==> config.mk <==
export PLATFORM = sky130hd
export DESIGN_NAME = calc_le_r_offset_div
export DESIGN_NICKNAME = d
export VERILOG_FILES = /design/src/rtl/calc_le_div_pkg.sv /design/src/rtl/calc_le_div_step.sv /design/src/rtl/calc_le_r_offset_div.sv
export SDC_FILE = /design/constraint.sdc
export NUM_CORES = 1
export LEC_CHECK = 0
export BUFFER_PORTS_ARGS = -buffer_cell sky130_fd_sc_hd__buf_2
export CAP_MARGIN = 20
export CORE_MARGIN = 2
export CORE_UTILIZATION = 35
export CTS_CLUSTER_DIAMETER = 120
export DETAILED_ROUTE_END_ITERATION = 8
export SLEW_MARGIN = 20
export SYNTH_ARGS = -nofsm -noshare
export SYNTH_HDL_FRONTEND = slang
export SYNTH_SLANG_ARGS = --single-unit
==> constraint.sdc <==
create_clock -name ap_clk -period 3.79 [get_ports ap_clk]
set_clock_uncertainty 0.2 [all_clocks]
set_input_delay 0.758 -clock ap_clk [delete_from_list [all_inputs] [get_ports ap_clk]]
set_output_delay 0.758 -clock ap_clk [all_outputs]
set_load 0.005 [all_outputs]
==> src/rtl/calc_le_div_pkg.sv <==
// -----------------------------------------------------------------------------
// calc_le_div_pkg
// Shared constants and types for the r-offset sequential divider.
//   DIN0_W / DIN1_W / DOUT_W : dividend, divisor and quotient widths
//   QMAX / QMIN              : representable signed quotient range
//   CNT_W                    : iteration counter width (holds DIN0_W-1)
//   state_e                  : divider control states
// -----------------------------------------------------------------------------
package calc_le_div_pkg;

   localparam int DIN0_W = 32'sd33;
   localparam int DIN1_W = 32'sd15;
   localparam int DOUT_W = 32'sd18;

   localparam int QMAX = 32'sd131071;
   localparam int QMIN = -32'sd131072;

   localparam int CNT_W = 32'sd6;

   typedef enum logic [1:0] {
      IDLE = 2'd0,
      DIV  = 2'd1,
      SIGN = 2'd2,
      DONE = 2'd3
   } state_e;

endpackage

==> src/rtl/calc_le_div_step.sv <==
// -----------------------------------------------------------------------------
// calc_le_div_step
// One combinational restoring-division step on unsigned magnitudes.
//   pr_in   : current partial remainder (DVS_W+1 bits, always < dvs)
//   dvd_bit : next dividend bit, shifted in at the LSB
//   dvs     : divisor magnitude
//   pr_out  : next partial remainder
//   q_bit   : quotient bit produced by this step
// -----------------------------------------------------------------------------
module calc_le_div_step
   import calc_le_div_pkg::*;
#(
   parameter int DVS_W = DIN1_W
) (
   input  logic [DVS_W:0]   pr_in,
   input  logic             dvd_bit,
   input  logic [DVS_W-1:0] dvs,
   output logic [DVS_W:0]   pr_out,
   output logic             q_bit
);

   // One extra bit above the partial remainder so the shift never loses data.
   logic [DVS_W+1:0] shift_s;
   logic [DVS_W+1:0] dvs_ext_s;

   // Shift in the dividend bit, subtract the divisor when it fits, else restore.
   always_comb begin
      shift_s   = {pr_in, dvd_bit};
      dvs_ext_s = {2'b00, dvs};
      if (shift_s >= dvs_ext_s) begin
         pr_out = (DVS_W+1)'(shift_s - dvs_ext_s);
         q_bit  = 1'b1;
      end else begin
         pr_out = (DVS_W+1)'(shift_s);
         q_bit  = 1'b0;
      end
   end

endmodule

==> src/rtl/calc_le_r_offset_div.sv <==
// -----------------------------------------------------------------------------
// calc_le_r_offset_div
// Sequential signed divider (quotient = din0 / din1, remainder = din0 % din1)
// recovering the 18-bit r-offset factor from its 33x15 product. One quotient
// bit per clock, ap_start/ap_ready/ap_idle/ap_done handshake.
//   ap_clk, ap_rst_n  : clock, asynchronous active-low reset
//   ap_start/ap_ready : request / accept strobe (din0, din1 sampled on accept)
//   ap_idle           : controller in IDLE
//   ap_done           : one-cycle pulse, dout/rem/div_zero/ovf valid
//   din0, din1        : signed dividend, signed divisor
//   dout, rem         : signed quotient (truncated toward zero), remainder
//                       carrying the sign of din0
//   div_zero          : din1 was zero
//   ovf               : quotient out of range (only with saturation build)
// Build option: define CALC_LE_DIV_SAT_EN to saturate dout to QMIN..QMAX and
// flag ovf; otherwise dout wraps to its low DOUT_WIDTH bits and ovf is 0.
// -----------------------------------------------------------------------------
module calc_le_r_offset_div
   import calc_le_div_pkg::*;
#(
   parameter int DIN0_WIDTH = DIN0_W,
   parameter int DIN1_WIDTH = DIN1_W,
   parameter int DOUT_WIDTH = DOUT_W
) (
   input  logic                         ap_clk,
   input  logic                         ap_rst_n,
   input  logic                         ap_start,
   output logic                         ap_ready,
   output logic                         ap_idle,
   output logic                         ap_done,
   input  logic signed [DIN0_WIDTH-1:0] din0,
   input  logic signed [DIN1_WIDTH-1:0] din1,
   output logic signed [DOUT_WIDTH-1:0] dout,
   output logic signed [DIN1_WIDTH-1:0] rem,
   output logic                         div_zero,
   output logic                         ovf
);

   localparam logic [CNT_W-1:0]             CNT_LOAD = CNT_W'(DIN0_WIDTH - 1);
   localparam logic signed [DOUT_WIDTH-1:0] QMAX_V   = DOUT_WIDTH'(QMAX);
   localparam logic signed [DOUT_WIDTH-1:0] QMIN_V   = DOUT_WIDTH'(QMIN);

   state_e                  state_r;
   logic [CNT_W-1:0]        cnt_r;
   logic [DIN0_WIDTH-1:0]   dvd_r;      // |din0|, progressively replaced by quotient bits
   logic [DIN1_WIDTH-1:0]   dvs_r;      // |din1|
   logic [DIN1_WIDTH:0]     pr_r;       // partial remainder
   logic                    neg_q_r;
   logic                    sign0_r;
   logic                    dz_r;
   logic [DIN1_WIDTH-1:0]   din0_lo_r;  // remainder value reported on divide by zero
   logic signed [DOUT_WIDTH-1:0] dout_r;
   logic signed [DIN1_WIDTH-1:0] rem_r;
   logic                    div_zero_r;
   logic                    ap_done_r;

   logic [DIN0_WIDTH-1:0]   abs0_s;
   logic [DIN1_WIDTH-1:0]   abs1_s;
   logic [DIN1_WIDTH:0]     pr_next_s;
   logic                    q_bit_s;
   logic signed [DOUT_WIDTH-1:0] dout_s;
   logic signed [DIN1_WIDTH-1:0] rem_s;

`ifdef CALC_LE_DIV_SAT_EN
   localparam logic signed [DIN0_WIDTH:0] QMAX_X = (DIN0_WIDTH+1)'(QMAX);
   localparam logic signed [DIN0_WIDTH:0] QMIN_X = (DIN0_WIDTH+1)'(QMIN);
   logic signed [DIN0_WIDTH:0] q_full_s;
   logic                       ovf_s;
   logic                       ovf_r;
`endif

   calc_le_div_step #(
      .DVS_W   (DIN1_WIDTH)
   ) u_step (
      .pr_in   (pr_r),
      .dvd_bit (dvd_r[DIN0_WIDTH-1]),
      .dvs     (dvs_r),
      .pr_out  (pr_next_s),
      .q_bit   (q_bit_s)
   );

   // Operand magnitudes; the most negative dividend maps to 2^(W-1) unsigned.
   always_comb begin
      if (din0[DIN0_WIDTH-1]) begin
         abs0_s = -din0;
      end else begin
         abs0_s = din0;
      end
      if (din1[DIN1_WIDTH-1]) begin
         abs1_s = -din1;
      end else begin
         abs1_s = din1;
      end
   end

   // Sign fix-up, divide-by-zero override and range handling of the result.
   always_comb begin
      dout_s = '0;
      rem_s  = '0;
`ifdef CALC_LE_DIV_SAT_EN
      q_full_s = '0;
      ovf_s    = 1'b0;
`endif
      if (dz_r) begin
         dout_s = sign0_r ? QMIN_V : QMAX_V;
         rem_s  = din0_lo_r;
      end else begin
         if (sign0_r) begin
            rem_s = -pr_r[DIN1_WIDTH-1:0];
         end else begin
            rem_s = pr_r[DIN1_WIDTH-1:0];
         end
`ifdef CALC_LE_DIV_SAT_EN
         if (neg_q_r) begin
            q_full_s = -$signed({1'b0, dvd_r});
         end else begin
            q_full_s = $signed({1'b0, dvd_r});
         end
         if (q_full_s > QMAX_X) begin
            dout_s = QMAX_V;
            ovf_s  = 1'b1;
         end else if (q_full_s < QMIN_X) begin
            dout_s = QMIN_V;
            ovf_s  = 1'b1;
         end else begin
            dout_s = q_full_s[DOUT_WIDTH-1:0];
         end
`else
         // Low bits of a two's-complement negation depend only on low bits.
         if (neg_q_r) begin
            dout_s = DOUT_WIDTH'(-dvd_r);
         end else begin
            dout_s = dvd_r[DOUT_WIDTH-1:0];
         end
`endif
      end
   end

   // Controller, datapath registers and registered result outputs.
   always_ff @(posedge ap_clk or negedge ap_rst_n) begin
      if (!ap_rst_n) begin
         state_r    <= IDLE;
         cnt_r      <= '0;
         dvd_r      <= '0;
         dvs_r      <= '0;
         pr_r       <= '0;
         neg_q_r    <= 1'b0;
         sign0_r    <= 1'b0;
         dz_r       <= 1'b0;
         din0_lo_r  <= '0;
         dout_r     <= '0;
         rem_r      <= '0;
         div_zero_r <= 1'b0;
         ap_done_r  <= 1'b0;
`ifdef CALC_LE_DIV_SAT_EN
         ovf_r      <= 1'b0;
`endif
      end else begin
         case (state_r)
            IDLE: begin
               ap_done_r <= 1'b0;
               if (ap_start) begin
                  state_r   <= DIV;
                  cnt_r     <= CNT_LOAD;
                  dvd_r     <= abs0_s;
                  dvs_r     <= abs1_s;
                  pr_r      <= '0;
                  neg_q_r   <= din0[DIN0_WIDTH-1] ^ din1[DIN1_WIDTH-1];
                  sign0_r   <= din0[DIN0_WIDTH-1];
                  dz_r      <= (din1 == '0);
                  din0_lo_r <= din0[DIN1_WIDTH-1:0];
               end
            end
            DIV: begin
               pr_r  <= pr_next_s;
               dvd_r <= {dvd_r[DIN0_WIDTH-2:0], q_bit_s};
               if (cnt_r == '0) begin
                  state_r <= SIGN;
               end else begin
                  cnt_r <= cnt_r - 1'b1;
               end
            end
            SIGN: begin
               dout_r     <= dout_s;
               rem_r      <= rem_s;
               div_zero_r <= dz_r;
`ifdef CALC_LE_DIV_SAT_EN
               ovf_r      <= ovf_s;
`endif
               ap_done_r  <= 1'b1;
               state_r    <= DONE;
            end
            DONE: begin
               ap_done_r <= 1'b0;
               state_r   <= IDLE;
            end
            default: begin
               ap_done_r <= 1'b0;
               state_r   <= IDLE;
            end
         endcase
      end
   end

   assign ap_ready = ap_start & (state_r == IDLE);
   assign ap_idle  = (state_r == IDLE);
   assign ap_done  = ap_done_r;
   assign dout     = dout_r;
   assign rem      = rem_r;
   assign div_zero = div_zero_r;
`ifdef CALC_LE_DIV_SAT_EN
   assign ovf      = ovf_r;
`else
   assign ovf      = 1'b0;
`endif

endmodule

==> flow_metrics.env, run 1 <==
export IMPL_status="finished clean"
export IMPL_cts_tree="done"
export IMPL_grt_pass1_vias=6657
export IMPL_track_usage=0.192
export IMPL_yosysSeqAreaShare=0.389
export IMPL_final_cells=1285
export IMPL_leakagePower_uw=0.00405
export IMPL_seq_power_share=0.289
export IMPL_drc=0
export IMPL_drtIter0Drc=553
export IMPL_cts_hold_buf=0
export IMPL_drtAntennaViolNets=0
export IMPL_synthTopCellsByArea="dfrtp_1 39%, xnor2_1 5.2%, nand2_1 4.8%"
export IMPL_critPathMaxStageDelay_ps=470
export IMPL_diodes=0
export IMPL_hold_viol_final=0
export IMPL_routed_via_density=5.45
export IMPL_power_density_mw_per_mm2=946
export IMPL_fp_dieH_um=155
export IMPL_vias=6997
export IMPL_synth_distinct_cells=69
export IMPL_dieArea_mm2=0.0242
export IMPL_grt_pass1_wl_um=36300
export IMPL_cts_resized_gates=0
export IMPL_p_comb_frac=0.526
export IMPL_synth_flop_cell="dfrtp_1"
export IMPL_io_buffers=87
export IMPL_fin_crit_ps=3060
export IMPL_avgRoutedWirePerCell_um=17.6
export IMPL_power_frac_clock=0.185
export IMPL_grt_max_degree=50
export IMPL_swShare=0.441
export IMPL_final_util=0.418
export IMPL_core_area_mm2=0.0226
export IMPL_cts_buffer_depth=2
export IMPL_hold_class="in2async"
export IMPL_path_clk_slew_ps=60
export IMPL_synthArstFlopShare=1.00
export IMPL_area_delta_synth_final_pct=17.4
export IMPL_cp_data_arrival_time_ps=2110
export IMPL_place_inst=1253
export IMPL_end_kind="output pin"
export IMPL_worst_slack_ps=726
export IMPL_synthCells=907
export IMPL_rsz0062_at_grt="false"
export IMPL_cap_viol_max_count=0
export IMPL_wirelength_um=22700
export IMPL_crit_slowest_cell="nand2_1"
export IMPL_drtPass1Iterations=5
export IMPL_synth_top_area_cell="dfrtp_1"
export IMPL_synth_top_family_by_area="compound AO/OA/AOI/OAI gates"
export IMPL_rows=55
export IMPL_overflow=0
export IMPL_synth_fa_ha_area_frac=0.0414
export IMPL_drive_gt1_frac=0.174
export IMPL_cp_required_ps=2830
export IMPL_synth_top_cell_area_share=0.389
export IMPL_gp_congestion=0.886
export IMPL_fillers=2281
export IMPL_fmax_mhz=326
export IMPL_htreeDepth=4
export IMPL_internal_power_uw=4980
export IMPL_synth_mux_area_frac=0.0575
export IMPL_synth_fp_nets=984
export IMPL_mostFrequentLayoutCell="dfrtp_1"
export IMPL_nets=1064
export IMPL_post_cts_buffers=0
export IMPL_cts_buffers=17
export IMPL_tightest_slew_ps=915
export IMPL_synthXorXnorAreaFrac=0.0916
export IMPL_dpl_hpwl_um=16700
export IMPL_synth_edff_count=0
export IMPL_worstSetupPathType="reg2out"
export IMPL_crit_path_start_kind="register"
export IMPL_slew_viol_final=0
export IMPL_slew_headroom=0.390
export IMPL_io_pins=89
export IMPL_ys_ff_latch=125
export IMPL_power_switching_uw=3930
export IMPL_cts_root_buf="clkbuf_16"
export IMPL_mostFrequentLayoutCells="125 x dfrtp_1, 103 x nand2_1, 86 x buf_2, 72 x o21ai_1, 65 x nor2_1"
export IMPL_peakVddDrop_mv=0.382
export IMPL_synth_compound_area_share=0.211
export IMPL_clkLatencyLatePin_ps=430
export IMPL_setup_viol=0
export IMPL_antenna_found_initial=0
export IMPL_start_util=0.356
export IMPL_cts_sinks=125
export IMPL_post_place_ws_ps=619
export IMPL_cp_max_fo=13
export IMPL_synth_simple_gate_area_frac=0.160
export IMPL_finalCritPeriodShare=0.808
export IMPL_synth_warnings=0
export IMPL_synth_area_mm2=0.00803
export IMPL_crit_chain="inv_1 > ha_1 > nand2_1 > inv_2 > buf_2"
export IMPL_tns_ps=0
export IMPL_syn_area_per_cell_um2=8.86
export IMPL_die_w_um=155
synthesized netlist by cell type, types with 5 or more instances:
master    number
a21o_1         7
a21oi_1       40
a311o_1        5
a31oi_1       13
clkbuf_1      42
dfrtp_1      125
ha_1          25
inv_1         49
mux2_1        12
mux2_2        13
mux2i_1       18
nand2_1      103
nand3_1       12
nand3b_1       6
nand4_1        7
nor2_1        65
nor3_1        11
nor4_1         6
o211ai_1      16
o21a_1         8
o21ai_0       22
o21ai_1       72
o22ai_1       13
o31ai_1       16
o41ai_1       15
or3_1         10
or4_1         11
or4_4          5
xnor2_1       48
xor2_1        36
power by group through the flow:
stage | combinational (uW) | clock (uW) | sequential, uW
detailed placement | 4640 | 0 | 2590
global placement | 4590 | 0 | 2580
global route | 5260 | 1730 | 2660
floorplan | 3430 | 0 | 2400
finish | 4690 | 1650 | 2570
CTS | 4680 | 1670 | 2570
per-layer routing:
layer  track usage  up-vias  share of wire
li1              -     3416              -
met1         0.288     3349           0.50
met2         0.281      213           0.43
met3        0.0368       19          0.057
met4        0.0494        0          0.012
met5             0        -              0
cell families (layout without fill, tap and decap cells):
| group | after synthesis | count (layout) |
|---|---|---|
| xor+xnor | 84 | 84 |
| fa+ha+maj | 26 | 26 |
| flops | 125 | 125 |
| mux | 43 | 43 |
| simple gates | 265 | 265 |
| compound gates | 262 | 262 |
| buf+inv | 101 | 194 |
| other cells | 1 | 1 |
final cells by class:
cell class              instances  area [um^2]  share of cell area
clock inverters                12          138              0.0146
well taps                     285          357              0.0378
repair buffers                110          623              0.0661
multi-input cells             681         4530               0.480
clock buffers                  20          457              0.0484
inverters                      52          195              0.0207
flip-flops and latches        125         3130               0.332
worst max-delay path, delay by kind of cell, from the launching register on:
kind,cells,cell delay (ps)
adder cells (fa/ha/maj),1,420
AND/OR/NAND/NOR,1,470
buffers and inverters,3,370
flip-flops,1,410
through the flow:
stage / total power (uW) / hold slack, ps / area (um^2)
CTS: 8920 / 209 / 9430
global route: 9650 / 245 / 9430
detailed placement: 7240 / 266 / 8830
global placement: 7170 / 255 / 8830
floorplan: 5830 / 247 / 8030
finish: 8920 / 183 / 9430
state kept, by name, indices dropped and copies added (netlist names):
register   cells
state_r        2
dvs_r         15
sign0_r        1
neg_q_r        1
div_zero       1
ap_done        1
cnt_r          6
pr_r          16
din0_lo_r     15
dz_r           1
rem           15
dvd_r         33
dout          18
final timing paths:
kind / start / to / slack (ps) / cells past startpoint
hold / removal: ap_rst_n / rem[6]$_DFFE_PN0P_ / 180 / 1
hold reg to reg: dout[11]$_DFFE_PN0P_ / dout[11]$_DFFE_PN0P_ / 270 / 1
min in group ap_clk: dout[11]$_DFFE_PN0P_ / dout[11]$_DFFE_PN0P_ / 270 / 1
setup / recovery: state_r[0]$_DFFE_PN0P_ / ap_ready / 730 / 5
setup reg to reg: dvs_r[14]$_DFFE_PN0P_ / pr_r[10]$_DFFE_PN0P_ / 850 / 9
max in group asynchronous: ap_rst_n / dvd_r[18]$_DFFE_PN0P_ / 2440 / 2
No activity file was read; power rests on OpenSTA's default activity.
==> run 2, diff against run 1 <==
--- a/config.mk
+++ b/config.mk
@@ -5,6 +5,7 @@
 export SDC_FILE = /design/constraint.sdc
 export NUM_CORES = 1
 export LEC_CHECK = 0
+export ABC_AREA = 1
 export BUFFER_PORTS_ARGS = -buffer_cell sky130_fd_sc_hd__buf_2
 export CAP_MARGIN = 20
 export CORE_MARGIN = 2
==> constraint.sdc (replaced) <==
create_clock -name ap_clk -period 3.06 [get_ports ap_clk]
set_clock_uncertainty 0.2 [all_clocks]
set_input_delay 0.612 -clock ap_clk [delete_from_list [all_inputs] [get_ports ap_clk]]
set_output_delay 0.612 -clock ap_clk [all_outputs]
set_load 0.005 [all_outputs]
==> flow_metrics.env, run 2 <==
export IMPL_synthTopCellsByArea="dfrtp_1 37%, nand2_1 18%, o21ai_0 6.7%"
export IMPL_leakagePower_uw=0.00509
export IMPL_cts_buffer_depth=2
export IMPL_synth_edff_count=0
export IMPL_internal_power_uw=5730
export IMPL_routed_via_density=4.96
export IMPL_rsz0062_at_grt="false"
export IMPL_multi_input_area_mm2=0.00472
export IMPL_track_usage=0.201
export IMPL_fillers=2555
export IMPL_hold_class="in2reg"
export IMPL_crit_slowest_cell="dfrtp_1"
export IMPL_setup_viol=0
export IMPL_synth_top_area_cell="dfrtp_1"
export IMPL_post_cts_buffers=0
export IMPL_swShare=0.479
export IMPL_worst_slack_ps=314
export IMPL_drc=0
export IMPL_ys_ff_latch=125
export IMPL_worstSetupPathType="reg2out"
export IMPL_grt_max_degree=58
export IMPL_critPathMaxStageDelay_ps=400
export IMPL_peakVddDrop_mv=0.505
export IMPL_grt_pass1_wl_um=41300
export IMPL_status="finished clean"
export IMPL_synth_area_mm2=0.00855
export IMPL_hold_ws_ps=257
export IMPL_path_clk_slew_ps=60
export IMPL_dpl_hpwl_um=19000
export IMPL_die_w_um=160
export IMPL_synth_common_cells="414 x nand2_1, 145 x nor2_1, 131 x inv_1"
export IMPL_end_kind="output pin"
export IMPL_htreeDepth=4
export IMPL_clkLatencyLatePin_ps=430
export IMPL_drtPass1Iterations=7
export IMPL_power_frac_clock=0.178
export IMPL_yosysMostFrequentCell="nand2_1"
export IMPL_grt_pass1_vias=8041
export IMPL_cts_root_buf="clkbuf_16"
export IMPL_mostFrequentLayoutCells="414 x nand2_1, 145 x nor2_1, 131 x inv_1, 125 x dfrtp_1, 115 x o21ai_0"
export IMPL_rows=57
export IMPL_core_area_mm2=0.0242
export IMPL_met2_length_um=11200
export IMPL_synth_fp_nets=1368
export IMPL_regMostFlops="dvd_r"
export IMPL_drive_gt1_frac=0.112
export IMPL_avgRoutedWirePerCell_um=14.6
export IMPL_io_buffers=87
export IMPL_met3RoutedLength_um=1100
export IMPL_nets=1444
export IMPL_synth_top_cell_area_share=0.366
export IMPL_seq_power_share=0.277
export IMPL_cp_data_arrival_time_ps=1930
export IMPL_cts_buffers=17
export IMPL_start_util=0.354
export IMPL_synth_warnings=0
export IMPL_cap_viol_max_count=0
export IMPL_overflow=0
export IMPL_fmax_mhz=364
export IMPL_fin_crit_ps=2750
export IMPL_synthArstFlopShare=1.00
export IMPL_synth_distinct_cells=47
export IMPL_wirelength_um=24900
export IMPL_cp_required_ps=2250
export IMPL_cts_sinks=125
export IMPL_cts_tree="done"
export IMPL_drtIter0Drc=661
export IMPL_power_switching_uw=5270
export IMPL_fin_area_mm2=0.00990
export IMPL_slew_headroom=0.557
export IMPL_drtAntennaViolNets=0
export IMPL_post_place_ws_ps=531
export IMPL_hold_viol_final=0
export IMPL_topRoutingLayerUsed="met5"
export IMPL_vias=8465
export IMPL_io_pins=89
export IMPL_seq_area_mm2=0.00313
export IMPL_area_delta_synth_final_pct=15.9
export IMPL_antenna_found_initial=2
export IMPL_finalCritPeriodShare=0.897
export IMPL_tightest_slew_ps=664
export IMPL_crit_chain="inv_1 > ha_1 > nand2_2 > inv_2 > buf_4 > buf_2"
export IMPL_syn_area_per_cell_um2=6.62
export IMPL_mostFrequentLayoutCell="nand2_1"
export IMPL_cp_max_fo=25
export IMPL_slew_viol_final=0
export IMPL_synthCells=1291
export IMPL_place_area_mm2=0.00933
export IMPL_tns_ps=0
export IMPL_synth_flop_cell="dfrtp_1"
export IMPL_yosysSeqAreaShare=0.366
export IMPL_largest_reg_flops=33
export IMPL_wl_met1_um=12100
export IMPL_p_comb_frac=0.546
export IMPL_fp_dieH_um=160
export IMPL_gp_congestion=0.914
export IMPL_crit_path_start_kind="register"
export IMPL_power_density_mw_per_mm2=1110
export IMPL_dieArea_mm2=0.0257
## run 2: critical path, delay by kind of cell, from the launching register on
kind	cells	cell delay, ps
flip-flops	1	400
buffers and inverters	4	690
adder cells (fa/ha/maj)	1	220
AND/OR/NAND/NOR	1	200
## run 2: metal layers
metal  track usage  vias to the layer above
met5             0                        -
met4        0.0598                        2
met1         0.280                     3912
met3        0.0390                       32
li1              -                     4326
met2         0.317                      193
## run 2: area by class of cell
type | count | area share
antenna | 1 | 0.000253
clock buffer | 18 | 0.0433
clock inverter | 14 | 0.0135
inverter | 136 | 0.0515
multi-input combinational | 986 | 0.477
sequential | 125 | 0.316
tap | 324 | 0.0409
timing repair buffer | 101 | 0.0576
## run 2: power groups by stage
stage | logic (uW) | registers, uW | clock network [uW]
floorplan | 4520 | 2880 | 0
global placement | 5910 | 3060 | 0
detailed placement | 6000 | 3060 | 0
CTS | 6030 | 3050 | 1980
global route | 6970 | 3150 | 2060
finish | 6000 | 3050 | 1950
## run 2: metrics by stage
stage / util / power [uW] / cells
after floorplan: - / 7400 / 1291
after global placement: 0.385 / 8970 / 1670
after detailed placement: 0.386 / 9070 / 1671
after CTS: 0.410 / 11100 / 1704
after global routing: 0.410 / 12200 / 1705
final: 0.410 / 11000 / 1705
## run 2: worst paths after layout
check / start / endpoint / slack, ps / cells after the start
setup / recovery: state_r[0]$_DFFE_PN0P_ / ap_ready / 310 / 6
hold / removal: din1[1] / dvs_r[1]$_DFFE_PN0P_ / 260 / 3
setup reg to reg: pr_r[11]$_DFFE_PN0P_ / dvd_r[0]$_DFFE_PN0P_ / 530 / 7
hold reg to reg: rem[2]$_DFFE_PN0P_ / rem[2]$_DFFE_PN0P_ / 280 / 2
max in group asynchronous: ap_rst_n / dvd_r[17]$_DFFE_PN0P_ / 1540 / 3
min in group asynchronous: ap_rst_n / pr_r[15]$_DFFE_PN0P_ / 470 / 2
## run 2: kinds of logic after synthesis
family,after synthesis,synth area share
and+or+nand+nor,735,0.362
AOI/OAI and AO/OA,200,0.125
buffers and inverters,180,0.0824
DFF,125,0.366
adders and majority gates,26,0.0389
xor gates and xnor gates,23,0.0236
other,1,0.000439
muxes,1,0.00132
## run 2: timing repair
action | 4_1_cts | 5_1_grt
resized for setup | 0 | 0
hold endpoints to repair | 23 | 0
hold buffers | 1 | 0
==> run 3, diff against run 2 <==
--- a/config.mk
+++ b/config.mk
@@ -10,9 +10,9 @@
 export CAP_MARGIN = 20
 export CORE_MARGIN = 2
 export CORE_UTILIZATION = 35
-export CTS_CLUSTER_DIAMETER = 120
 export DETAILED_ROUTE_END_ITERATION = 8
 export SLEW_MARGIN = 20
 export SYNTH_ARGS = -nofsm -noshare
 export SYNTH_HDL_FRONTEND = slang
+export SYNTH_HIERARCHICAL = 1
 export SYNTH_SLANG_ARGS = --single-unit
==> constraint.sdc (replaced) <==
create_clock -name ap_clk -period 3.3 [get_ports ap_clk]
set_clock_uncertainty 0.2 [all_clocks]
set_input_delay 0.66 -clock ap_clk [delete_from_list [all_inputs] [get_ports ap_clk]]
set_output_delay 0.66 -clock ap_clk [all_outputs]
set_load 0.005 [all_outputs]
==> flow_metrics.env, run 3 <==
export IMPL_status="finished clean"
export IMPL_routed_via_density=4.99
export IMPL_cp_max_fo=17
export IMPL_fin_area_mm2=0.0101
export IMPL_vias=8646
export IMPL_slew_headroom=0.406
export IMPL_crit_chain="inv_1 > ha_1 > nand2_2 > inv_2 > buf_4 > buf_2"
export IMPL_synth_top_cell_area_share=0.358
export IMPL_synth_area_mm2=0.00874
export IMPL_synth_mux_area_frac=0.00129
export IMPL_slew_viol_final=0
export IMPL_seq_area_mm2=0.00313
export IMPL_htreeDepth=4
export IMPL_r2r_slack_ps=880
export IMPL_hold_class="in2async"
export IMPL_track_usage=0.202
export IMPL_synth_compound_area_share=0.129
export IMPL_grt_max_degree=66
export IMPL_dieArea_mm2=0.0263
export IMPL_fmax_mhz=391
export IMPL_core_area_mm2=0.0244
export IMPL_antenna_found_initial=0
export IMPL_clkLatencyLatePin_ps=430
export IMPL_grt_pass1_vias=8227
export IMPL_grt_pass1_wl_um=42400
export IMPL_avgRoutedWirePerCell_um=14.7
export IMPL_critPathTopFamily="buffers and inverters"
export IMPL_io_buffers=87
export IMPL_worstSetupPathType="reg2out"
export IMPL_synth_top_family_by_area="simple AND/OR/NAND/NOR gates"
export IMPL_cp_required_ps=2440
export IMPL_gp_congestion=0.906
export IMPL_critPathMaxStageDelay_ps=400
export IMPL_finalCritPeriodShare=0.776
export IMPL_place_area_mm2=0.00945
export IMPL_yosysMostFrequentCell="nand2_1"
export IMPL_drtPass1Iterations=5
export IMPL_place_inst=1702
export IMPL_synthTopCellsByArea="dfrtp_1 36%, nand2_1 18%, nand3_1 6.6%"
export IMPL_fin_crit_ps=2560
export IMPL_leakagePower_uw=0.00528
export IMPL_synth_warnings=6
export IMPL_crit_path_start_kind="register"
export IMPL_drc=0
export IMPL_synth_top_area_cell="dfrtp_1"
export IMPL_largest_reg_flops=33
export IMPL_syn_area_per_cell_um2=6.59
export IMPL_synth_fa_ha_area_frac=0.0381
export IMPL_power_density_mw_per_mm2=1050
export IMPL_hold_viol_final=0
export IMPL_multi_input_area_mm2=0.00480
export IMPL_nets=1474
export IMPL_synth_simple_gate_area_frac=0.359
export IMPL_rows=57
export IMPL_mostFrequentLayoutCells="412 x nand2_1, 152 x nor2_1, 148 x inv_1, 125 x dfrtp_1, 116 x nand3_1"
export IMPL_cp_data_arrival_time_ps=1700
export IMPL_overflow=0
export IMPL_wirelength_um=25600
export IMPL_path_clk_slew_ps=50
export IMPL_cts_buffer_depth=2
export IMPL_synth_flop_cell="dfrtp_1"
export IMPL_dpl_hpwl_um=19300
export IMPL_ys_ff_latch=125
export IMPL_drtAntennaViolNets=0
export IMPL_synth_common_cells="412 x nand2_1, 152 x nor2_1, 148 x inv_1"
export IMPL_tightest_slew_ps=891
export IMPL_setup_viol=0
export IMPL_synth_fp_nets=1403
export IMPL_drive_gt1_frac=0.116
export IMPL_crit_buf_inv=4
export IMPL_diodes=0
export IMPL_cts_hold_buf=0
export IMPL_synthXorXnorAreaFrac=0.0210
export IMPL_post_cts_buffers=0
export IMPL_final_cells=1734
export IMPL_cap_viol_max_count=0
export IMPL_cts_tree="done"
export IMPL_synth_distinct_cells=48
export IMPL_io_pins=89
export IMPL_rsz0062_at_grt="false"
export IMPL_die_w_um=162
export IMPL_mostFrequentLayoutCell="nand2_1"
export IMPL_end_kind="output pin"
export IMPL_cts_root_buf="clkbuf_16"
export IMPL_crit_slowest_cell="dfrtp_1"
export IMPL_fillers=2646
export IMPL_cts_resized_gates=0
export IMPL_cts_sinks=125
export IMPL_tns_ps=0
export IMPL_start_util=0.358
export IMPL_synthCells=1326
export IMPL_yosysSeqAreaShare=0.358
export IMPL_cts_buffers=17
export IMPL_fp_dieH_um=162
export IMPL_peakVddDrop_mv=0.374
export IMPL_synth_edff_count=0
export IMPL_regMostFlops="dvd_r"
export IMPL_area_delta_synth_final_pct=15.4
export IMPL_drtIter0Drc=605
export IMPL_synthArstFlopShare=1.00
export IMPL_hold_ws_ps=16.4
run 3: cell count changes after synthesis, sizes merged, moves of 2 or more:
cell	delta
nor2	+7
or2	-3
nand3	+12
buf	+9
o21ai	-2
nand4	-7
xnor2	-3
a21oi	+18
inv	+20
o32ai	-2
clkbuf	-7
nand2	+4
nor3	-7
run 3: cell type report:
| cell class | count | area share |
|---|---|---|
| Tap cell | 324 | 0.0402 |
| Inverter | 156 | 0.0580 |
| Clock inverter | 10 | 0.0160 |
| Multi-Input combinational cell | 999 | 0.476 |
| Sequential cell | 125 | 0.310 |
| Clock buffer | 22 | 0.0470 |
| Timing Repair Buffer | 98 | 0.0528 |
run 3: worst paths after layout:
check                                       start                    to  depth (start not counted)
min reg2reg                    rem[6]$_DFFE_PN0P_    rem[6]$_DFFE_PN0P_                          2
min in group ap_clk            rem[6]$_DFFE_PN0P_    rem[6]$_DFFE_PN0P_                          2
max in group asynchronous                ap_rst_n   dout[6]$_DFFE_PN0P_                          2
max                        state_r[0]$_DFFE_PN0P_              ap_ready                          6
max reg2reg                   pr_r[3]$_DFFE_PN0P_  pr_r[14]$_DFFE_PN0P_                         12
min                                      ap_rst_n  dvs_r[1]$_DFFE_PN0P_                          1
run 3: worst register-to-register path, delay by kind of cell (launching register included):
family                   cells  cell delay [ps]
AO/OA/AOI/OAI                2              470
flip-flops                   1              440
AND/OR/NAND/NOR              8              790
adder cells (fa/ha/maj)      1              390
buffers and inverters        1               50
run 3: cell families after synthesis:
group / Yosys count
DFF: 125
and+or+nand+nor: 740
AOI/OAI and AO/OA: 210
xor gates and xnor gates: 21
muxes: 1
buffers and inverters: 202
other: 1
adders and majority gates: 26
run 3: layer usage:
layer / share of wire / track usage / up-vias
met5: 0 / 0 / -
met1: 0.50 / 0.288 / 4030
met2: 0.44 / 0.314 / 194
li1: - / - / 4387
met3: 0.040 / 0.0314 / 35
met4: 0.021 / 0.0660 / 0
run 3: per-stage QoR:
step,setup WS (ps),util,total power (uW)
4_1_cts,714,0.414,10600
3_5_place_dp,813,0.388,8530
3_3_place_gp,829,0.388,8450
2_1_floorplan,1210,-,7030
5_1_grt,612,0.414,11700
6_report,739,0.414,10600
run 3: where the power goes:
| group | internal, uW | switching [uW] | leakage (uW) |
|---|---|---|---|
| sequential | 2270 | 552 | 0.00153 |
| combinational | 1970 | 3720 | 0.00345 |
| clock | 1320 | 714 | 0.000302 |
